`config.mk`:
```
export PLATFORM = sky130hd
export DESIGN_NAME = move_key_encoder_flat
export DESIGN_NICKNAME = d
export VERILOG_FILES = /design/src/rtl/move_key_encoder_pkg.sv /design/src/rtl/move_key_encoder_if.sv /design/src/rtl/move_key_encoder_scan_prefix_fsm.sv /design/src/rtl/move_key_encoder.sv /design/src/flat_wrapper.sv
export SDC_FILE = /design/constraint.sdc
export NUM_CORES = 1
export LEC_CHECK = 0
export CAP_MARGIN = 20
export CORE_ASPECT_RATIO = 0.8
export CORE_MARGIN = 2
export CORE_UTILIZATION = 40
export CTS_CLUSTER_SIZE = 14
export DETAILED_ROUTE_END_ITERATION = 8
export REMOVE_ABC_BUFFERS = 1
export SYNTH_ARGS = -nofsm -noshare
export SYNTH_HDL_FRONTEND = slang
export SYNTH_SLANG_ARGS = --single-unit
```
`constraint.sdc`:
```
create_clock -name clk -period 2.1 [get_ports clk]
set_input_delay 0.525 -clock clk [delete_from_list [all_inputs] [get_ports clk]]
set_output_delay 0.525 -clock clk [all_outputs]
set_load 0.03 [all_outputs]
```
`src/rtl/move_key_encoder_pkg.sv`:
```
// rtl/move_key_encoder_pkg.sv - scan-code constants, prefix states and key map for move_key_encoder
package move_key_pkg;

  typedef enum logic [1:0] {
    ST_IDLE    = 2'd0,
    ST_EXT     = 2'd1,
    ST_BRK     = 2'd2,
    ST_EXT_BRK = 2'd3
  } prefix_state_e;

  localparam logic [7:0] SC_EXT        = 8'hE0;
  localparam logic [7:0] SC_BRK        = 8'hF0;
  localparam logic [7:0] SC_W          = 8'h1D;
  localparam logic [7:0] SC_A          = 8'h1C;
  localparam logic [7:0] SC_S          = 8'h1B;
  localparam logic [7:0] SC_D          = 8'h23;
  localparam logic [7:0] SC_P          = 8'h4D;
  localparam logic [7:0] SC_ENTER      = 8'h5A;
  localparam logic [7:0] SC_ARR_UP     = 8'h75;
  localparam logic [7:0] SC_ARR_DOWN   = 8'h72;
  localparam logic [7:0] SC_ARR_LEFT   = 8'h6B;
  localparam logic [7:0] SC_ARR_RIGHT  = 8'h74;

  localparam int MV_RIGHT = 0;
  localparam int MV_LEFT  = 1;
  localparam int MV_DOWN  = 2;
  localparam int MV_UP    = 3;

  // Held bitmap: [3:0] WASD keys, [7:4] arrow keys, both ordered by MV_* index.
  localparam int ARR_OFS = 4;

  // One-hot position of a tracked direction key in the held bitmap; zero when
  // the code (or its extended flag) does not belong to a tracked key.
  function automatic logic [7:0] key_onehot(input logic [7:0] key, input logic ext);
    logic [7:0] oh;
    oh = '0;
    if (!ext) begin
      case (key)
        SC_D:    oh[MV_RIGHT] = 1'b1;
        SC_A:    oh[MV_LEFT]  = 1'b1;
        SC_S:    oh[MV_DOWN]  = 1'b1;
        SC_W:    oh[MV_UP]    = 1'b1;
        default: oh = '0;
      endcase
    end else begin
      case (key)
        SC_ARR_RIGHT: oh[ARR_OFS+MV_RIGHT] = 1'b1;
        SC_ARR_LEFT:  oh[ARR_OFS+MV_LEFT]  = 1'b1;
        SC_ARR_DOWN:  oh[ARR_OFS+MV_DOWN]  = 1'b1;
        SC_ARR_UP:    oh[ARR_OFS+MV_UP]    = 1'b1;
        default:      oh = '0;
      endcase
    end
    return oh;
  endfunction

endpackage

```
`src/rtl/move_key_encoder_if.sv`:
```
// rtl/move_key_encoder_if.sv - scan-code input and movement/control outputs of move_key_encoder
interface move_key_encoder_if;
  logic       code_valid;
  logic [7:0] code;
  logic [3:0] move_opr;
  logic       pause;
  logic       start_pulse;

  modport master (
    output code_valid,
    output code,
    input  move_opr,
    input  pause,
    input  start_pulse
  );

  modport slave (
    input  code_valid,
    input  code,
    output move_opr,
    output pause,
    output start_pulse
  );
endinterface

```
`src/rtl/move_key_encoder_scan_prefix_fsm.sv`:
```
// rtl/move_key_encoder_scan_prefix_fsm.sv - E0/F0 prefix tracker with abandon timeout
module scan_prefix_fsm
  import move_key_pkg::*;
#(
  parameter int PREFIX_TIMEOUT = 100000
) (
  input  logic       clk,
  input  logic       rst,
  input  logic       code_valid,
  input  logic [7:0] code,
  output logic       make_stb,
  output logic       brk_stb,
  output logic       ext,
  output logic [7:0] key
);

  localparam int              CW       = $clog2(PREFIX_TIMEOUT);
  localparam logic [CW-1:0]   CNT_LAST = CW'(PREFIX_TIMEOUT - 1);

  prefix_state_e state;
  logic [CW-1:0] cnt;
  logic          is_prefix;

  assign is_prefix = (code == SC_EXT) || (code == SC_BRK);

  // Prefix state and timeout counter; an arriving byte always beats an expiring timeout.
  always_ff @(posedge clk) begin
    if (rst) begin
      state <= ST_IDLE;
      cnt   <= '0;
    end else if (code_valid) begin
      cnt <= '0;
      case (state)
        ST_IDLE: begin
          if (code == SC_EXT)      state <= ST_EXT;
          else if (code == SC_BRK) state <= ST_BRK;
          else                     state <= ST_IDLE;
        end
        ST_EXT: begin
          if (code == SC_BRK)      state <= ST_EXT_BRK;
          else if (code == SC_EXT) state <= ST_EXT;
          else                     state <= ST_IDLE;
        end
        ST_BRK: begin
          if (code == SC_EXT)      state <= ST_EXT_BRK;
          else if (code == SC_BRK) state <= ST_BRK;
          else                     state <= ST_IDLE;
        end
        default: begin
          if (is_prefix) state <= ST_EXT_BRK;
          else           state <= ST_IDLE;
        end
      endcase
    end else if (state != ST_IDLE) begin
      if (cnt == CNT_LAST) begin
        state <= ST_IDLE;
        cnt   <= '0;
      end else begin
        cnt <= cnt + CW'(1);
      end
    end else begin
      cnt <= '0;
    end
  end

  // Final-byte decode in the current prefix state, so the top can register the result
  // in the same cycle the byte is sampled.
  always_comb begin
    make_stb = 1'b0;
    brk_stb  = 1'b0;
    ext      = 1'b0;
    key      = code;
    if (code_valid && !is_prefix) begin
      case (state)
        ST_IDLE: make_stb = 1'b1;
        ST_EXT: begin
          make_stb = 1'b1;
          ext      = 1'b1;
        end
        ST_BRK: brk_stb = 1'b1;
        default: begin
          brk_stb = 1'b1;
          ext     = 1'b1;
        end
      endcase
    end
  end

endmodule

```
`src/rtl/move_key_encoder.sv`:
```
// rtl/move_key_encoder.sv - PS/2 scan codes to held move_opr, pause toggle and start pulse
module move_key_encoder
  import move_key_pkg::*;
#(
  parameter int PREFIX_TIMEOUT = 100000
) (
  input  logic                 clk,
  input  logic                 rst,
  move_key_encoder_if.slave    kb
);

  logic       make_stb;
  logic       brk_stb;
  logic       ext;
  logic [7:0] key;

  logic [7:0] held;
  logic [7:0] held_next;
  logic [7:0] hit;
  logic       p_held;
  logic       ent_held;
  logic       is_p;
  logic       is_ent;

  scan_prefix_fsm #(
    .PREFIX_TIMEOUT(PREFIX_TIMEOUT)
  ) u_prefix (
    .clk        (clk),
    .rst        (rst),
    .code_valid (kb.code_valid),
    .code       (kb.code),
    .make_stb   (make_stb),
    .brk_stb    (brk_stb),
    .ext        (ext),
    .key        (key)
  );

  assign is_p   = (key == SC_P)     && !ext;
  assign is_ent = (key == SC_ENTER) && !ext;

  // Next held bitmap: make sets the key's bit, break clears it, untracked keys change nothing.
  always_comb begin
    hit       = key_onehot(key, ext);
    held_next = held;
    if (make_stb)     held_next = held | hit;
    else if (brk_stb) held_next = held & ~hit;
  end

  // Registered outputs and held flags; P and Enter act only on a fresh press.
  always_ff @(posedge clk) begin
    if (rst) begin
      held           <= '0;
      p_held         <= 1'b0;
      ent_held       <= 1'b0;
      kb.move_opr    <= '0;
      kb.pause       <= 1'b0;
      kb.start_pulse <= 1'b0;
    end else begin
      held           <= held_next;
      kb.move_opr    <= held_next[3:0] | held_next[7:4];
      kb.start_pulse <= make_stb && is_ent && !ent_held;
      if (make_stb && is_p && !p_held) kb.pause <= ~kb.pause;
      if (is_p) begin
        if (make_stb)     p_held <= 1'b1;
        else if (brk_stb) p_held <= 1'b0;
      end
      if (is_ent) begin
        if (make_stb)     ent_held <= 1'b1;
        else if (brk_stb) ent_held <= 1'b0;
      end
    end
  end

endmodule
```
`src/flat_wrapper.sv`:
```
// flat-port wrapper written by rule: the top's interface ports become plain ports
module move_key_encoder_flat import move_key_pkg::*;
#(
  parameter int PREFIX_TIMEOUT = 100000
)
  (clk, rst, kb_code_valid, kb_code, kb_move_opr, kb_pause, kb_start_pulse);
  move_key_encoder_if kb_i ();
  input  logic clk;
  input  logic rst;
  input wire logic [$bits(kb_i.code_valid)-1:0] kb_code_valid;
  input wire logic [$bits(kb_i.code)-1:0] kb_code;
  output wire logic [$bits(kb_i.move_opr)-1:0] kb_move_opr;
  output wire logic [$bits(kb_i.pause)-1:0] kb_pause;
  output wire logic [$bits(kb_i.start_pulse)-1:0] kb_start_pulse;
  assign kb_i.code_valid = kb_code_valid;
  assign kb_i.code = kb_code;
  assign kb_move_opr = kb_i.move_opr;
  assign kb_pause = kb_i.pause;
  assign kb_start_pulse = kb_i.start_pulse;
  move_key_encoder #(.PREFIX_TIMEOUT(PREFIX_TIMEOUT)) u_core (.clk(clk), .rst(rst), .kb(kb_i));
endmodule
```
==> reports/qor.csv <==
stage,metric,value,unit
timing,final.min_clock_period,2.05,ns
logic_synthesis,yosys.area.top_type,dfxtp_1,
flow_run,maxCapViolCount,0,
timing,clock.fmax,0.488,GHz
critical_path,cp_max_fo,5,
critical_path,r2r_end,u_core.u_prefix.cnt[10],
logic_synthesis,yosys_warnings,0,
timing,tightest_slew,0.345,ns
cells_and_area,nNetsFinal,220,
status,status,"finished, final reports clean",
logic_synthesis,synth_edf_count,0,
routing,drc,0,
logic_synthesis,synth_area,0.00159,mm2
clocking,htreeDepth,2,
cells_and_area,fillers,353,
timing,setup_ws,0.0498,ns
cells_and_area,syn_to_final_growth,29.6,%
placement,post-place-ws,-0.256,ns
global_routing,first_global_vias,1252,
critical_path,start_kind,primary input,
routing,drt-initial-drc-count,73,
timing,finalMaxSlewViolations,0,
die,io_pins,17,
critical_path,ff2ff_path_depth,6,
logic_synthesis,netlist.area_leader.share,44.0,%
timing,hold_viol_final,0,
routing,routed-via-count,1363,
critical_path,end_kind,flop,
placement,dp_hpwl,2490,um
critical_path,critPathTopFamily,simple AND/OR/NAND/NOR gates,
critical_path,slowest_stage,clkdlybuf4s50_1,
hold_path,hold_class,reg2reg,
routing,drt-vias-per-instance,5.16,
cells_and_area,drive_above_1_share,17.7,%
critical_path,arrival,2.22,ns
pwr,switchingPower,255,uW
die,dieWidth,74.5,um
logic_synthesis,syn_avg_cell_area,9.25,um2
critical_path,cp.required,2.27,ns
logic_synthesis,synthTopCellsByArea,"dfxtp_1, mux2i_1, xor2_1",
clocking,cts-root-buf,clkbuf_8,
clocking,cts_buffers,5,
clocking,cts_hold_buf,0,
critical_path,crit_chain,"clkdlybuf4s50_1, or3b_4, nor4_2, buf_4, mux2i_1, or2_1",
placement,gp_congestion,0.854,
die,die_h,60.4,um
logic_synthesis,seq_area_frac_synth,44.0,%
global_routing,grt_usage,16.3,%
timing,finClkSkew,0.00527,ns
pwr,pwr-share-comb,6.5,%
routing,first_pass_iters,4,
clocking,clk_pin_slew,0.07,ns
die,start_util,41.8,%
pwr,ir_drop,0.402,mV
logic_synthesis,synth.cells.most_frequent,"dfxtp_1, nor2_1, nand2b_1, xor2_1",
pwr,switching_share,20.2,%
global_routing,overflow,0,
critical_path,crit_type,in2reg,
die,fp-row-count,20,
routing,post_drt_wl_per_cell,12.7,um
pwr,seq_power_share,52.7,%
logic_synthesis,netlist_instances,172,
clocking,cts_tree,built,
global_routing,grt_max_degree,18,
logic_synthesis,ys_ff_latch,35,
pwr,p_leak,0.000710,uW
pwr,pwr-share-clk,40.9,%
logic_synthesis,synth_cell_types,34,
critical_path,regToRegSetupSlack,0.49,ns
critical_path,cp-endpoint,u_core.kb.move_opr[3],
critical_path,critPathLaunch,kb_code[7],
cells_and_area,antennaDiodeCount,0,
clocking,cts_sinks,35,
critical_path,cpPeakStageDelay,0.47,ns
global_routing,grt_first_pass_wirelength,5540,um
timing,maxSlewHeadroom,76.8,%
timing,setup_viol,0,
pwr,p_per_area,612,mW/mm2
placement,portBuffers,16,
die,die_area,0.00450,mm2
pwr,p_int,1010,uW
clocking,clk-insertion-delay-late,0.28,ns
critical_path,r2r_start,u_core.u_prefix.cnt[0],
routing,ant_nets,0,
die,coreArea,0.00380,mm2
timing,period_share,97.6,%
critical_path,cp_num_buf_inv,2,
clocking,clockBufferDepth,2,
logic_synthesis,ys.flop_type,dfxtp_1,
pwr,finalPower,1260,uW
routing,drt_wl_total,3340,um
critical_path,path_depth,6,
logic_synthesis,synth_most_common_cell,dfxtp_1,
logic_synthesis,ys_async_sr_fraction,0,%
global_routing,antenna_found_initial,0,
-- kinds of logic (layout without fill, tap and decap cells) --
| group | Yosys count | after routing | synth area share, % |
|---|---|---|---|
| buffers and inverters | 9 | 46 | 2.28 |
| AOI/OAI and AO/OA | 7 | 7 | 2.59 |
| adders and majority gates | 1 | 1 | 0.786 |
| and+or+nand+nor | 96 | 96 | 36.3 |
| DFF | 35 | 35 | 44.0 |
| xor gates and xnor gates | 14 | 14 | 7.70 |
| muxes | 10 | 10 | 6.29 |
-- metrics by stage --
step	hold WS (ns)	area (um2)	std cells	util (%)	setup TNS (ns)
3_3_place_gp	0.415	1940	256	51.1	-1.82
6_report	0.437	2060	264	54.2	0
3_5_place_dp	0.422	1940	256	51.1	-1.66
2_1_floorplan	0.397	1570	168	-	0
4_1_cts	0.433	2040	264	53.7	0
5_1_grt	0.460	2060	264	54.2	-0.0173
-- cell type report --
type	instances	area (um2)	area share [%]
clock buffers	8	100	4.85
inverters	5	18.8	0.910
multi-input cells	128	873	42.4
flip-flops and latches	35	701	34.0
well taps	55	68.8	3.34
repair buffers	33	300	14.6
-- how the worst min path moves through the flow --
| stage | from | end | slack, ns | cells past startpoint |
|---|---|---|---|---|
| floorplan | u_core.ent_held | u_core.kb.start_pulse | 0.40 | 1 |
| global placement | u_core.ent_held | u_core.kb.start_pulse | 0.42 | 1 |
| global route | u_core.ent_held | u_core.kb.start_pulse | 0.46 | 1 |
| detailed placement | u_core.ent_held | u_core.kb.start_pulse | 0.42 | 1 |
| finish | u_core.ent_held | u_core.kb.start_pulse | 0.44 | 1 |
| CTS | u_core.ent_held | u_core.kb.start_pulse | 0.43 | 1 |
-- flip-flops by register name, summed over array words and instances (netlist names) --
signal	cells
u_core.ent_held	1
u_core.u_prefix.cnt	17
u_core.held	8
u_core.p_held	1
u_core.kb.pause	1
u_core.kb.start_pulse	1
u_core.kb.move_opr	4
u_core.u_prefix.state	2
-- power groups by stage --
| stage | Sequential [uW] | Combinational (uW) | Clock (uW) |
|---|---|---|---|
| 2_1_floorplan | 680 | 26.4 | 0 |
| 3_3_place_gp | 679 | 76.0 | 0 |
| 3_5_place_dp | 679 | 77.3 | 0 |
| 4_1_cts | 664 | 77.5 | 535 |
| 5_1_grt | 664 | 86.3 | 573 |
| 6_report | 664 | 81.4 | 516 |
-- cell usage in the layout, fill, tap and decap left out, drive strengths merged, types with 5 or more instances in the layout --
| cell | count |
|---|---|
| buf | 17 |
| clkbuf | 8 |
| clkdlybuf4s50 | 16 |
| dfxtp | 35 |
| inv | 5 |
| mux2i | 10 |
| nand2 | 5 |
| nand2b | 14 |
| nand3 | 7 |
| nand4 | 10 |
| nor2 | 22 |
| nor4 | 10 |
| or2 | 7 |
| xor2 | 11 |
-- routing by layer --
layer / GRT usage (%) / vias to the layer above / part of all wire [%]
li1: - / 682 / -
met1: 22.5 / 639 / 50
met2: 22.5 / 38 / 44
met5: 0 / - / 0
met4: 7.14 / 0 / 0.69
met3: 6.64 / 4 / 5.1
-- repair_timing --
action | in CTS | in global routing
gates resized for setup | 0 | 3
buffers inserted | 0 | 0
setup endpoints to repair | 0 | 3
(Power assumes the default switching activity.)
